### config.mk
export PLATFORM = sky130hd
export DESIGN_NAME = sha256_ctrl
export DESIGN_NICKNAME = d
export VERILOG_FILES = /design/src/rtl/sha256_ctrl_pkg.sv /design/src/rtl/sha256_ctrl_chk.sv /design/src/rtl/sha256_ctrl.sv
export SDC_FILE = /design/constraint.sdc
export NUM_CORES = 1
export LEC_CHECK = 0
export ABC_AREA = 1
export CELL_PAD_IN_SITES_DETAIL_PLACEMENT = 1
export CELL_PAD_IN_SITES_GLOBAL_PLACEMENT = 1
export CORE_UTILIZATION = 13
export DETAILED_ROUTE_END_ITERATION = 10
export MAX_ROUTING_LAYER = met4
export PLACE_DENSITY_LB_ADDON = 0.1
export SETUP_SLACK_MARGIN = 0.02
export SYNTH_ARGS = -nofsm -noshare
export SYNTH_HDL_FRONTEND = slang
export SYNTH_SLANG_ARGS = --single-unit
### constraint.sdc
create_clock -name clk -period 0.8 [get_ports clk]
set_input_delay 0.16 -clock clk [delete_from_list [all_inputs] [get_ports clk]]
set_output_delay 0.16 -clock clk [all_outputs]
set_load 0.05 [all_outputs]
### src/rtl/sha256_ctrl_pkg.sv
// sha256_ctrl_pkg: state encodings and sizing constants shared by the SHA-256 sequencer
package sha256_ctrl_pkg;
  localparam int ROUNDS    = 64;
  localparam int DIG_WORDS = 8;
  localparam int CNT_EOC   = 64;
  typedef enum logic [2:0] {
    ST_IDLE = 3'd0,
    ST_RUN  = 3'd1,
    ST_WAIT = 3'd2,
    ST_OUT  = 3'd3,
    ST_ERR  = 3'd4
  } state_e;
endpackage

### src/rtl/sha256_ctrl_chk.sv
// sha256_ctrl_chk: shadow round/address counter that flags any divergence from the real counter
module sha256_ctrl_chk
  import sha256_ctrl_pkg::*;
(
  input  logic       clk,
  input  logic       rst_n,
  input  logic       run_i,
  input  logic       chk_i,
  input  logic       soc_n_i,
  input  logic       rd_i,
  input  logic [5:0] cnt_addr_i,
  input  logic       cnt_eoc_i,
  output logic       mism_o,
  output logic       err_o
);
  logic [6:0] shadow_q, shadow_d;
  logic       err_q, err_d;
  // shadow tracks clear / round stepping up to eoc / low-bit readout stepping
  always_comb begin
    shadow_d = !soc_n_i ? 7'd0 :
               (run_i && shadow_q < 7'(CNT_EOC)) ? shadow_q + 7'd1 :
               rd_i ? {shadow_q[6:3], shadow_q[2:0] + 3'd1} : shadow_q;
    mism_o   = chk_i && ({cnt_eoc_i, cnt_addr_i} != shadow_q);
    err_d    = err_q | mism_o;
  end
  // shadow counter and sticky error register
  always_ff @(posedge clk) begin
    if (!rst_n) begin
      shadow_q <= 7'd0;
      err_q    <= 1'b0;
    end else begin
      shadow_q <= shadow_d;
      err_q    <= err_d;
    end
  end
  assign err_o = err_q;
endmodule

### src/rtl/sha256_ctrl.sv
// sha256_ctrl: SHA-256 block/round/digest sequencer; SHA256_CTRL_CHECK_EN adds a shadow-counter checker
module sha256_ctrl
  import sha256_ctrl_pkg::*;
(
  input  logic       clk,
  input  logic       rst_n,
  input  logic       blk_valid,
  input  logic       blk_last,
  output logic       blk_ready,
  input  logic       dig_ready,
  output logic       dig_valid,
  output logic [2:0] dig_idx,
  input  logic [5:0] cnt_addr,
  input  logic       cnt_eoc,
  output logic       core_soc_n,
  output logic       core_rd,
  output logic       core_load,
  output logic       core_init,
  output logic       core_acc,
  output logic       busy,
  output logic       err
);
  state_e state_q, state_d;
  logic   last_q, last_d;
  logic   accept, mism;

  if (ROUNDS != CNT_EOC) begin : g_rounds_bad
    $error("ROUNDS must match the counter eoc point");
  end

  assign accept = blk_valid && blk_ready;

`ifdef SHA256_CTRL_CHECK_EN
  sha256_ctrl_chk u_chk (
    .clk        (clk),
    .rst_n      (rst_n),
    .run_i      (state_q == ST_RUN),
    .chk_i      (state_q == ST_RUN || state_q == ST_OUT),
    .soc_n_i    (core_soc_n),
    .rd_i       (core_rd),
    .cnt_addr_i (cnt_addr),
    .cnt_eoc_i  (cnt_eoc),
    .mism_o     (mism),
    .err_o      (err)
  );
`else
  logic unused_cnt;
  assign unused_cnt = ^cnt_addr[5:3];
  assign mism = 1'b0;
  assign err  = 1'b0;
`endif

  // state and last-block flag registers
  always_ff @(posedge clk) begin
    if (!rst_n) begin
      state_q <= ST_IDLE;
      last_q  <= 1'b0;
    end else begin
      state_q <= state_d;
      last_q  <= last_d;
    end
  end

  // next-state: accept -> rounds -> chain or read out -> idle
  always_comb begin
    state_d = ST_IDLE;
    last_d  = accept ? blk_last : last_q;
    case (state_q)
      ST_IDLE: state_d = accept ? ST_RUN : ST_IDLE;
      ST_RUN:  state_d = mism ? ST_ERR : !cnt_eoc ? ST_RUN : last_q ? ST_OUT : ST_WAIT;
      ST_WAIT: state_d = accept ? ST_RUN : ST_WAIT;
      ST_OUT:  state_d = mism ? ST_ERR :
                         (dig_ready && dig_idx == 3'(DIG_WORDS - 1)) ? ST_IDLE : ST_OUT;
`ifdef SHA256_CTRL_CHECK_EN
      ST_ERR:  state_d = ST_ERR;
`endif
      default: state_d = ST_IDLE;
    endcase
  end

  // Moore outputs from state, with load/init/acc/rd qualified combinationally
  always_comb begin
    blk_ready  = state_q == ST_IDLE || state_q == ST_WAIT;
    core_soc_n = state_q == ST_RUN || state_q == ST_OUT;
    dig_valid  = state_q == ST_OUT;
    dig_idx    = dig_valid ? cnt_addr[2:0] : 3'd0;
    core_rd    = dig_valid && dig_ready;
    core_load  = accept;
    core_init  = accept && state_q == ST_IDLE;
    core_acc   = state_q == ST_RUN && cnt_eoc;
    busy       = state_q != ST_IDLE;
  end
endmodule

==> flow_metrics.env, run 1 <==
export IMPL_status="finished with violations"
export IMPL_violations="design-rule violations, negative setup slack"
export IMPL_design_die_area_um2=1903
export IMPL_placed_cell_area_um2=671.9
export IMPL_die_y_um=43.62
export IMPL_overflow=0
export IMPL_drc=3
export IMPL_cts_tree="built"
export IMPL_max_cap_violations=0
export IMPL_setup_slack_ns=-0.3770
export IMPL_p_switching_w=0.0003510
export IMPL_min_period_ns=1.177
export IMPL_drive_above_1_share=0.6364
export IMPL_clockRootBuffer="clkbuf_4"
export IMPL_dp_cells=82
export IMPL_endpoint_kind="output port"
export IMPL_post_drt_wl_per_cell_um=9.312
export IMPL_drt_first_pass_iters=6
export IMPL_num_vias=354
export IMPL_slowest_delay_ns=0.41
export IMPL_seq_power_share=0.194
export IMPL_wl_met3_um=46
export IMPL_wl_met2_um=497
export IMPL_clkPwrFrac=0.273
export IMPL_placeableCoreArea_um2=1559
export IMPL_p_sw_frac=0.3667
export IMPL_finalCritPeriodShare=1.471
export IMPL_fin_skew_ns=0.001476
export IMPL_cts_path_max_buffers=2
export IMPL_ys_types=14
export IMPL_fmax_mhz=849.6
export IMPL_grt_usage=0.1104
export IMPL_arrival_ns=1.02
export IMPL_cts_max_level=1
export IMPL_port_buffers=19
export IMPL_viasPerCell=3.806
export IMPL_syn_avg_cell_area_um2=5.362
export IMPL_syn_to_final_growth_pct=252.8
export IMPL_yosysSeqAreaShare=0.2667
export IMPL_met1_length_um=322
export IMPL_die_w_um=43.62
export IMPL_grt_pass1_vias=376
export IMPL_antenna_cells=0
export IMPL_path_max_fanout=4
export IMPL_synth_warnings=0
export IMPL_gp_routability_congestion=0.6458
export IMPL_total_power_w=0.0009570
export IMPL_vdd_drop_max_uv=489.1
export IMPL_detail_route_antenna_nets=0
export IMPL_wl_um=866
export IMPL_final_cell_mix="11 x buf_12, 10 x buf_4, 6 x nor2_4, 6 x inv_1, 6 x clkdlybuf4s50_1"
export IMPL_rsz0062_at_grt="true"
export IMPL_highest_layer="met3"
export IMPL_clock_sinks=3
export IMPL_antenna_found_initial=0
export IMPL_cp_slowest_cell="dfxtp_4"
export IMPL_dp_hpwl_um=679.2
export IMPL_hold_viol=0
export IMPL_grt_max_degree=7
export IMPL_row_count=14
export IMPL_required_ns=0.64
export IMPL_drv_slew=0
export IMPL_final_common_cell="buf_12"
export IMPL_initial_core_util=0.1445
export IMPL_cts_inserted_buffers=3
export IMPL_p_comb_frac=0.534
export IMPL_hp_class="flip-flop to flip-flop"
export IMPL_nNetsFinal=90
export IMPL_holdWs_ns=0.4727
export IMPL_crit_path_start_kind="flip-flop"
export IMPL_syn_area_um2=225.2
export IMPL_final_area_um2=794.5
export IMPL_setup_viol=14
export IMPL_drtIter0Drc=3
export IMPL_powerDensity_nw_per_um2=1205
export IMPL_layout_cells_non_filler=93
export IMPL_p_leak_nw=0.3447
export IMPL_rrSetupSlack_ns=-0.33
export IMPL_pin_count=24
export IMPL_synth_seq_cells=3
export IMPL_crit_type="flip-flop to output port"
export IMPL_synthCells=42
export IMPL_cp_cell_sequence="inv_8 -> nand2_8 -> clkinvlp_4 -> buf_12"
export IMPL_p_int_w=0.0006061
export IMPL_grt_pass1_wl_mm=1.518
export IMPL_syn_nets=54
export IMPL_clkTransAtPathRegs_ns=0.04
export IMPL_clk_latency_ns=0.23
Yosys cell counts (all sizes together):
cell type	number	share of area
nor2	12	0.21
inv	11	0.18
nand2	9	0.17
dfxtp	3	0.27
a21oi	1	0.022
buf	1	0.033
clkbuf	1	0.017
conb	1	0.017
nand3	1	0.022
nand3b	1	0.033
o21ai	1	0.022
area by class of cell:
cell class | count | area, um^2
Tap cell | 16 | 20.02
Sequential cell | 3 | 67.56
Multi-Input combinational cell | 26 | 202.7
Inverter | 11 | 60.06
Timing Repair Buffer | 33 | 417.9
Fill cell | 173 | 764.5
Clock buffer | 4 | 26.28
layer usage:
layer / GRT usage / vias up
met3: 0.01667 / 0
met5: - / -
met1: 0.1134 / 158
li1: - / 186
met2: 0.2000 / 10
met4: 0.05625 / 0
what timing repair did:
| item | in CTS | in global routing |
|---|---|---|
| pin swaps | 6 | 0 |
| setup endpoints to repair | 14 | 14 |
| gates cloned | 0 | 0 |
| hold buffers | 0 | 0 |
| setup buffers | 6 | 2 |
| gates resized for setup | 13 | 2 |
logic make-up (layout without fill, tap and decap cells):
logic type	after synthesis	in the layout	share of synthesized area
AOI/OAI and AO/OA	2	2	0.04440
DFF	3	3	0.2667
and+or+nand+nor	23	23	0.4389
other	1	1	0.01665
buffers and inverters	13	48	0.2333
metrics by stage:
stage	setup TNS, ns	utilization	setup slack [ns]
3_5_place_dp	-4.108	0.4310	-0.4581
5_1_grt	-5.456	0.5096	-0.4245
2_1_floorplan	-1.371	-	-0.1983
4_1_cts	-4.915	0.5024	-0.3875
6_report	-4.774	0.5096	-0.3770
3_3_place_gp	-4.034	0.4310	-0.4486
power by group through the flow:
stage | Clock [W] | Combinational (W) | Sequential [W]
2_1_floorplan | 0 | 0.000229 | 0.000182
3_3_place_gp | 0 | 0.000457 | 0.000182
3_5_place_dp | 0 | 0.000458 | 0.000182
4_1_cts | 0.000275 | 0.000507 | 0.000185
5_1_grt | 0.000288 | 0.000538 | 0.000188
6_report | 0.000261 | 0.000511 | 0.000185
path summary, 6_finish.rpt:
path	startpoint	end	depth (start not counted)
setup / recovery	state_q[0]$_SDFF_PN0_	core_load	4
hold / removal	last_q$_SDFFE_PN0P_	last_q$_SDFFE_PN0P_	2
setup reg to reg	state_q[0]$_SDFF_PN0_	state_q[0]$_SDFF_PN0_	8
hold reg to reg	last_q$_SDFFE_PN0P_	last_q$_SDFFE_PN0P_	2
state kept, by name (all words and copies together), names as in the netlist:
register	count
state_q	2
last_q	1
critical path: cells and delay by family (launching register included):
family        cells  cell delay (ns)
simple gates      1             0.08
flops             1             0.41
buf+inv           3             0.30
Power figures use the tool's default switching activity.
==> run 2, diff against run 1 <==
--- a/config.mk
+++ b/config.mk
@@ -8,8 +8,10 @@
 export ABC_AREA = 1
 export CELL_PAD_IN_SITES_DETAIL_PLACEMENT = 1
 export CELL_PAD_IN_SITES_GLOBAL_PLACEMENT = 1
-export CORE_UTILIZATION = 13
+export CORE_UTILIZATION = 14
+export CTS_BUF_LIST = sky130_fd_sc_hd__clkbuf_2
 export DETAILED_ROUTE_END_ITERATION = 10
+export GPL_TIMING_DRIVEN = 0
 export MAX_ROUTING_LAYER = met4
 export PLACE_DENSITY_LB_ADDON = 0.1
 export SETUP_SLACK_MARGIN = 0.02
==> run 2 against run 1 <==
  * Register-to-register slack improved by 0.07 ns
  * Wire length down 9.6%
  * The flow finishes with violations (negative setup slack)
  * Worst setup slack better by 0.029 ns
  * Combinational power down 16%
  * Largest power group unchanged
  * Highest routed layer is now met4
  * Final area is 16% lower
  * Global-route usage decreased by 0.53 points
  * Power fell by 13%
==> flow_metrics.env, run 2 (synthesis results as in run 1) <==
export IMPL_arrival_ns=0.99
export IMPL_post_drt_wl_per_cell_um=8.798
export IMPL_pin_count=24
export IMPL_dp_cells=77
export IMPL_final_util=0.4419
export IMPL_slowest_delay_ns=0.41
export IMPL_grt_max_degree=7
export IMPL_die_y_um=42.11
export IMPL_fmax_mhz=870.8
export IMPL_initial_core_util=0.1495
export IMPL_cpLargestDelayFamily="flip-flops"
export IMPL_layout_cells_non_filler=89
export IMPL_cts_inserted_buffers=3
export IMPL_powerDensity_nw_per_um2=1253
export IMPL_holdWs_ns=0.4626
export IMPL_path_buf_inv=3
export IMPL_overflow=0
export IMPL_hp_class="flip-flop to flip-flop"
export IMPL_antenna_cells=0
export IMPL_drt_first_pass_iters=1
export IMPL_grt_pass1_vias=349
export IMPL_wl_um=783
export IMPL_hold_viol=0
export IMPL_p_int_w=0.0004874
export IMPL_row_count=14
export IMPL_p_sw_frac=0.4154
export IMPL_grt_pass1_wl_mm=1.311
export IMPL_ctsHoldBuffers=0
export IMPL_antenna_found_initial=0
export IMPL_clkTransAtPathRegs_ns=0.05
export IMPL_rr_startpoint="state_q[0]$_SDFF_PN0_"
export IMPL_cp_cell_sequence="inv_8 -> nand2_8 -> clkinvlp_4 -> buf_6"
export IMPL_rrSetupSlack_ns=-0.26
export IMPL_dp_hpwl_um=571.6
export IMPL_largest_reg_flops=2
export IMPL_p_switching_w=0.0003464
export IMPL_port_buffers=19
export IMPL_dp_slack_ns=-1.079
export IMPL_grt_usage=0.1051
export IMPL_crit_path_start_kind="flip-flop"
export IMPL_cts_max_level=1
export IMPL_fin_skew_ns=0.006817
export IMPL_drtIter0Drc=0
export IMPL_p_leak_nw=0.3065
export IMPL_rsz0062_at_grt="true"
export IMPL_violations="negative setup slack"
export IMPL_clk_latency_ns=0.22
export IMPL_endpoint_kind="output port"
export IMPL_path_max_fanout=4
export IMPL_setup_slack_ns=-0.3484
export IMPL_num_vias=348
export IMPL_final_cell_mix="9 x buf_6, 6 x inv_1, 6 x nand2_1, 6 x buf_4, 6 x clkdlybuf4s50_1"
export IMPL_p_comb_frac=0.514
export IMPL_die_w_um=42.11
export IMPL_seq_power_share=0.223
export IMPL_drive_above_1_share=0.6027
export IMPL_viasPerCell=3.910
export IMPL_clkPwrFrac=0.263
export IMPL_clock_sinks=3
export IMPL_required_ns=0.64
export IMPL_regMostFlops="state_q"
export IMPL_clockRootBuffer="clkbuf_2"
export IMPL_crit_type="flip-flop to output port"
export IMPL_nNetsFinal=86
export IMPL_setup_viol=14
export IMPL_final_common_cell="buf_6"
export IMPL_cp_slowest_cell="dfxtp_4"
export IMPL_vdd_drop_max_uv=508.5
export IMPL_worstHoldStart="last_q$_SDFFE_PN0P_"
export IMPL_max_cap_violations=0
export IMPL_min_period_ns=1.148
export IMPL_syn_to_final_growth_pct=195.6
export IMPL_status="finished with violations"
export IMPL_drv_slew=0
export IMPL_largestRegisters="state_q: 2 flops, last_q: 1 flops"
export IMPL_finalCritPeriodShare=1.435
export IMPL_cts_path_max_buffers=2
export IMPL_fill_cells=183
export IMPL_cts_tree="built"
export IMPL_detail_route_antenna_nets=0
export IMPL_placeableCoreArea_um2=1506
export IMPL_gp_routability_congestion=0.6790
export IMPL_drc=0
export IMPL_critPathLaunch="state_q[0]$_SDFF_PN0_"
export IMPL_design_die_area_um2=1773
==> run 2: final timing paths <==
check / to / cells past startpoint
setup / recovery: core_load / 4
hold / removal: last_q$_SDFFE_PN0P_ / 2
setup reg to reg: state_q[1]$_SDFF_PN0_ / 7
hold reg to reg: last_q$_SDFFE_PN0P_ / 2
==> run 2: timing repair <==
action | CTS | global route
pin swaps | 6 | 0
setup endpoints to repair | 14 | 14
setup buffers | 7 | 1
gates cloned | 0 | 0
resized for setup | 90 | 2
==> run 2: per-stage QoR <==
stage	power (W)	TNS, ns	area [um^2]
floorplan	0.0004111	-1.371	314.1
global placement	0.0005276	-10.75	524.3
detailed placement	0.0005288	-10.69	524.3
CTS	0.0008385	-4.344	651.9
global route	0.0008833	-4.867	665.6
finish	0.0008338	-4.133	665.6
==> run 2: power by group through the flow <==
| stage | logic [W] | clock network [W] | registers [W] |
|---|---|---|---|
| after floorplan | 0.000229 | 0 | 0.000182 |
| after CTS | 0.000427 | 0.000225 | 0.000187 |
| after detailed placement | 0.000344 | 0 | 0.000185 |
| final | 0.000429 | 0.000219 | 0.000186 |
| after global placement | 0.000342 | 0 | 0.000185 |
| after global routing | 0.000453 | 0.000243 | 0.000188 |
==> run 2: cell type report <==
type | instances | area [um^2] | area share
tap | 16 | 20.02 | 0.03008
sequential | 3 | 67.56 | 0.1015
buffer | 2 | 15.01 | 0.02256
timing repair buffer | 27 | 291.5 | 0.4380
clock buffer | 4 | 20.02 | 0.03008
multi-input combinational | 26 | 191.4 | 0.2876
inverter | 11 | 60.06 | 0.09023
==> run 2: metal layers <==
metal	track usage	share of wire
met5	-	0
met3	0.04741	0.10
met4	0.07500	0.014
met2	0.1688	0.51
met1	0.09948	0.37
==> run 2: worst register-to-register path: cells and delay by family, from the launching register on <==
| family | cells | cell delay, ns |
|---|---|---|
| DFF | 1 | 0.41 |
| buffers and inverters | 3 | 0.29 |
| and+or+nand+nor | 4 | 0.27 |
==> run 3, diff against run 2 <==
--- a/config.mk
+++ b/config.mk
@@ -8,7 +8,7 @@
 export ABC_AREA = 1
 export CELL_PAD_IN_SITES_DETAIL_PLACEMENT = 1
 export CELL_PAD_IN_SITES_GLOBAL_PLACEMENT = 1
-export CORE_UTILIZATION = 14
+export CORE_UTILIZATION = 16
 export CTS_BUF_LIST = sky130_fd_sc_hd__clkbuf_2
 export DETAILED_ROUTE_END_ITERATION = 10
 export GPL_TIMING_DRIVEN = 0
==> constraint.sdc (replaced) <==
create_clock -name clk -period 1.3 [get_ports clk]
set_input_delay 0.26 -clock clk [delete_from_list [all_inputs] [get_ports clk]]
set_output_delay 0.26 -clock clk [all_outputs]
set_load 0.05 [all_outputs]
==> run 3 against run 2 <==
  * Clock skew shrank 0.0049 ns
  * Critical path type unchanged
  * Core utilization is 7.1 points lower
  * Wire length decreased by 5.6%
  * The flow now finishes without violations
  * Worst hold slack lost 0.0090 ns
  * Global-route usage is 1.3 points higher
  * Final area fell by 27%
  * Clock-buffer cell count unchanged
  * Flip-flop and latch count is the same
  * Clock power down 41%
  * First-iteration DRC count unchanged
==> flow_metrics.env, run 3 (synthesis results as in run 1) <==
export IMPL_drt_first_pass_iters=1
export IMPL_layout_cells_non_filler=81
export IMPL_hold_viol=0
export IMPL_tns_ns=0
export IMPL_cts_path_max_buffers=2
export IMPL_row_count=13
export IMPL_rr_startpoint="state_q[0]$_SDFF_PN0_"
export IMPL_pin_count=24
export IMPL_crit_type="flip-flop to output port"
export IMPL_grt_usage=0.1179
export IMPL_grt_pass1_vias=291
export IMPL_crit_path_start_kind="flip-flop"
export IMPL_fmax_mhz=811.8
export IMPL_setup_viol=0
export IMPL_wl_um=739
export IMPL_ctsHoldBuffers=0
export IMPL_gp_routability_congestion=0.6740
export IMPL_die_w_um=39.52
export IMPL_endpoint_kind="output port"
export IMPL_cpLargestDelayFamily="flip-flops"
export IMPL_min_period_ns=1.232
export IMPL_detail_route_antenna_nets=0
export IMPL_syn_to_final_growth_pct=114.4
export IMPL_regMostFlops="state_q"
export IMPL_rrSetupSlack_ns=0.35
export IMPL_worstHoldPathCells=2
export IMPL_final_cell_mix="10 x inv_1, 7 x nand2_1, 7 x buf_6"
export IMPL_clock_sinks=3
export IMPL_port_buffers=19
export IMPL_drtIter0Drc=0
export IMPL_antenna_found_initial=0
export IMPL_path_max_fanout=6
export IMPL_die_y_um=39.52
export IMPL_nNetsFinal=79
export IMPL_largest_reg_flops=2
export IMPL_finalCritPeriodShare=0.9476
export IMPL_cts_max_level=1
export IMPL_grt_pass1_wl_mm=1.159
export IMPL_status="complete, no violations"
export IMPL_drive_above_1_share=0.4394
export IMPL_final_common_cell="inv_1"
export IMPL_grt_max_degree=7
export IMPL_cp_slowest_cell="dfxtp_4"
export IMPL_required_ns=1.04
export IMPL_initial_core_util=0.1731
export IMPL_cts_tree="built"
export IMPL_design_die_area_um2=1561
export IMPL_fin_skew_ns=0.001953
export IMPL_num_vias=319
export IMPL_cp_cell_sequence="nand2_4 -> nor2_2 -> buf_6"
export IMPL_drv_slew=0
export IMPL_post_drt_wl_per_cell_um=9.123
export IMPL_final_util=0.3712
export IMPL_powerDensity_nw_per_um2=872.7
export IMPL_clk_latency_ns=0.20
export IMPL_overflow=0
export IMPL_clockRootBuffer="clkbuf_2"
export IMPL_p_leak_nw=0.2863
export IMPL_clkTransAtPathRegs_ns=0.04
export IMPL_antenna_cells=0
export IMPL_rsz0062_at_grt="true"
export IMPL_drc=0
export IMPL_dp_cells=76
export IMPL_r2r_cells=6
export IMPL_critPathLaunch="state_q[0]$_SDFF_PN0_"
export IMPL_dp_slack_ns=-0.7042
export IMPL_placeableCoreArea_um2=1301
export IMPL_cts_inserted_buffers=3
export IMPL_path_buf_inv=1
export IMPL_viasPerCell=3.938
export IMPL_setup_slack_ns=0.06818
export IMPL_max_cap_violations=0
export IMPL_hp_class="flip-flop to flip-flop"
export IMPL_worstSetupPathDepth=3
export IMPL_worstHoldStart="last_q$_SDFFE_PN0P_"
export IMPL_slowest_delay_ns=0.38
export IMPL_arrival_ns=0.97
export IMPL_vdd_drop_max_uv=322.8
export IMPL_largestRegisters="state_q: 2 flops, last_q: 1 flops"
-- run 3: changes by cell type in the layout (fill, tap and decap cells not counted), moves of 4 or more --
cell / delta
inv_1: +4
nor2_4: -4
buf_8: -5
dlygate4sd2_1: +4
clkdlybuf4s50_1: -4
-- run 3: what timing repair did --
action	CTS	global route
setup buffers	1	0
pin swaps	4	0
resized for setup	83	5
setup endpoints to repair	11	7
-- run 3: path summary, 6_finish.rpt --
kind / to
worst max register to register: state_q[0]$_SDFF_PN0_
worst max-delay path: core_rd
worst min-delay path: last_q$_SDFFE_PN0P_
worst min register to register: last_q$_SDFFE_PN0P_
-- run 3: per-stage QoR --
| stage | power (W) | cell area [um^2] | hold WS [ns] |
|---|---|---|---|
| 6_report | 0.0004215 | 483.0 | 0.4536 |
| 4_1_cts | 0.0004306 | 467.9 | 0.4591 |
| 5_1_grt | 0.0004514 | 483.0 | 0.5035 |
| 3_3_place_gp | 0.0002955 | 436.7 | 0.4428 |
| 3_5_place_dp | 0.0002952 | 436.7 | 0.4518 |
| 2_1_floorplan | 0.0002231 | 227.7 | 0.3949 |
-- run 3: layout make-up --
| type | instances | area [um^2] |
|---|---|---|
| clock buffers | 4 | 20.02 |
| flip-flops and latches | 3 | 67.56 |
| well taps | 15 | 18.77 |
| plain buffers | 2 | 11.26 |
| inverters | 11 | 43.79 |
| repair buffers | 20 | 181.4 |
| fillers | 178 | 818.3 |
| multi-input cells | 26 | 140.1 |
-- run 3: layer usage --
| metal | vias to the layer above | wire length [um] | track usage |
|---|---|---|---|
| li1 | 162 | - | - |
| met1 | 143 | 300 | 0.1288 |
| met2 | 14 | 370 | 0.1803 |
| met3 | 0 | 69 | 0.03977 |
| met4 | 0 | 0 | 0.07759 |
| met5 | - | 0 | - |
-- run 3: report_power, final --
group	leakage (nW)	switching, W	total, W	internal (W)
combinational	0.244	0.000121	0.000183	0.0000617
clock	0.0166	0.0000476	0.000129	0.0000811
sequential	0.0261	0.0000103	0.000110	0.0000994
-- run 3: worst min-delay path: stages (launching register included) --
cell,delay [ns]
dfxtp_1,0.29
inv_1,0.06
a21oi_1,0.05
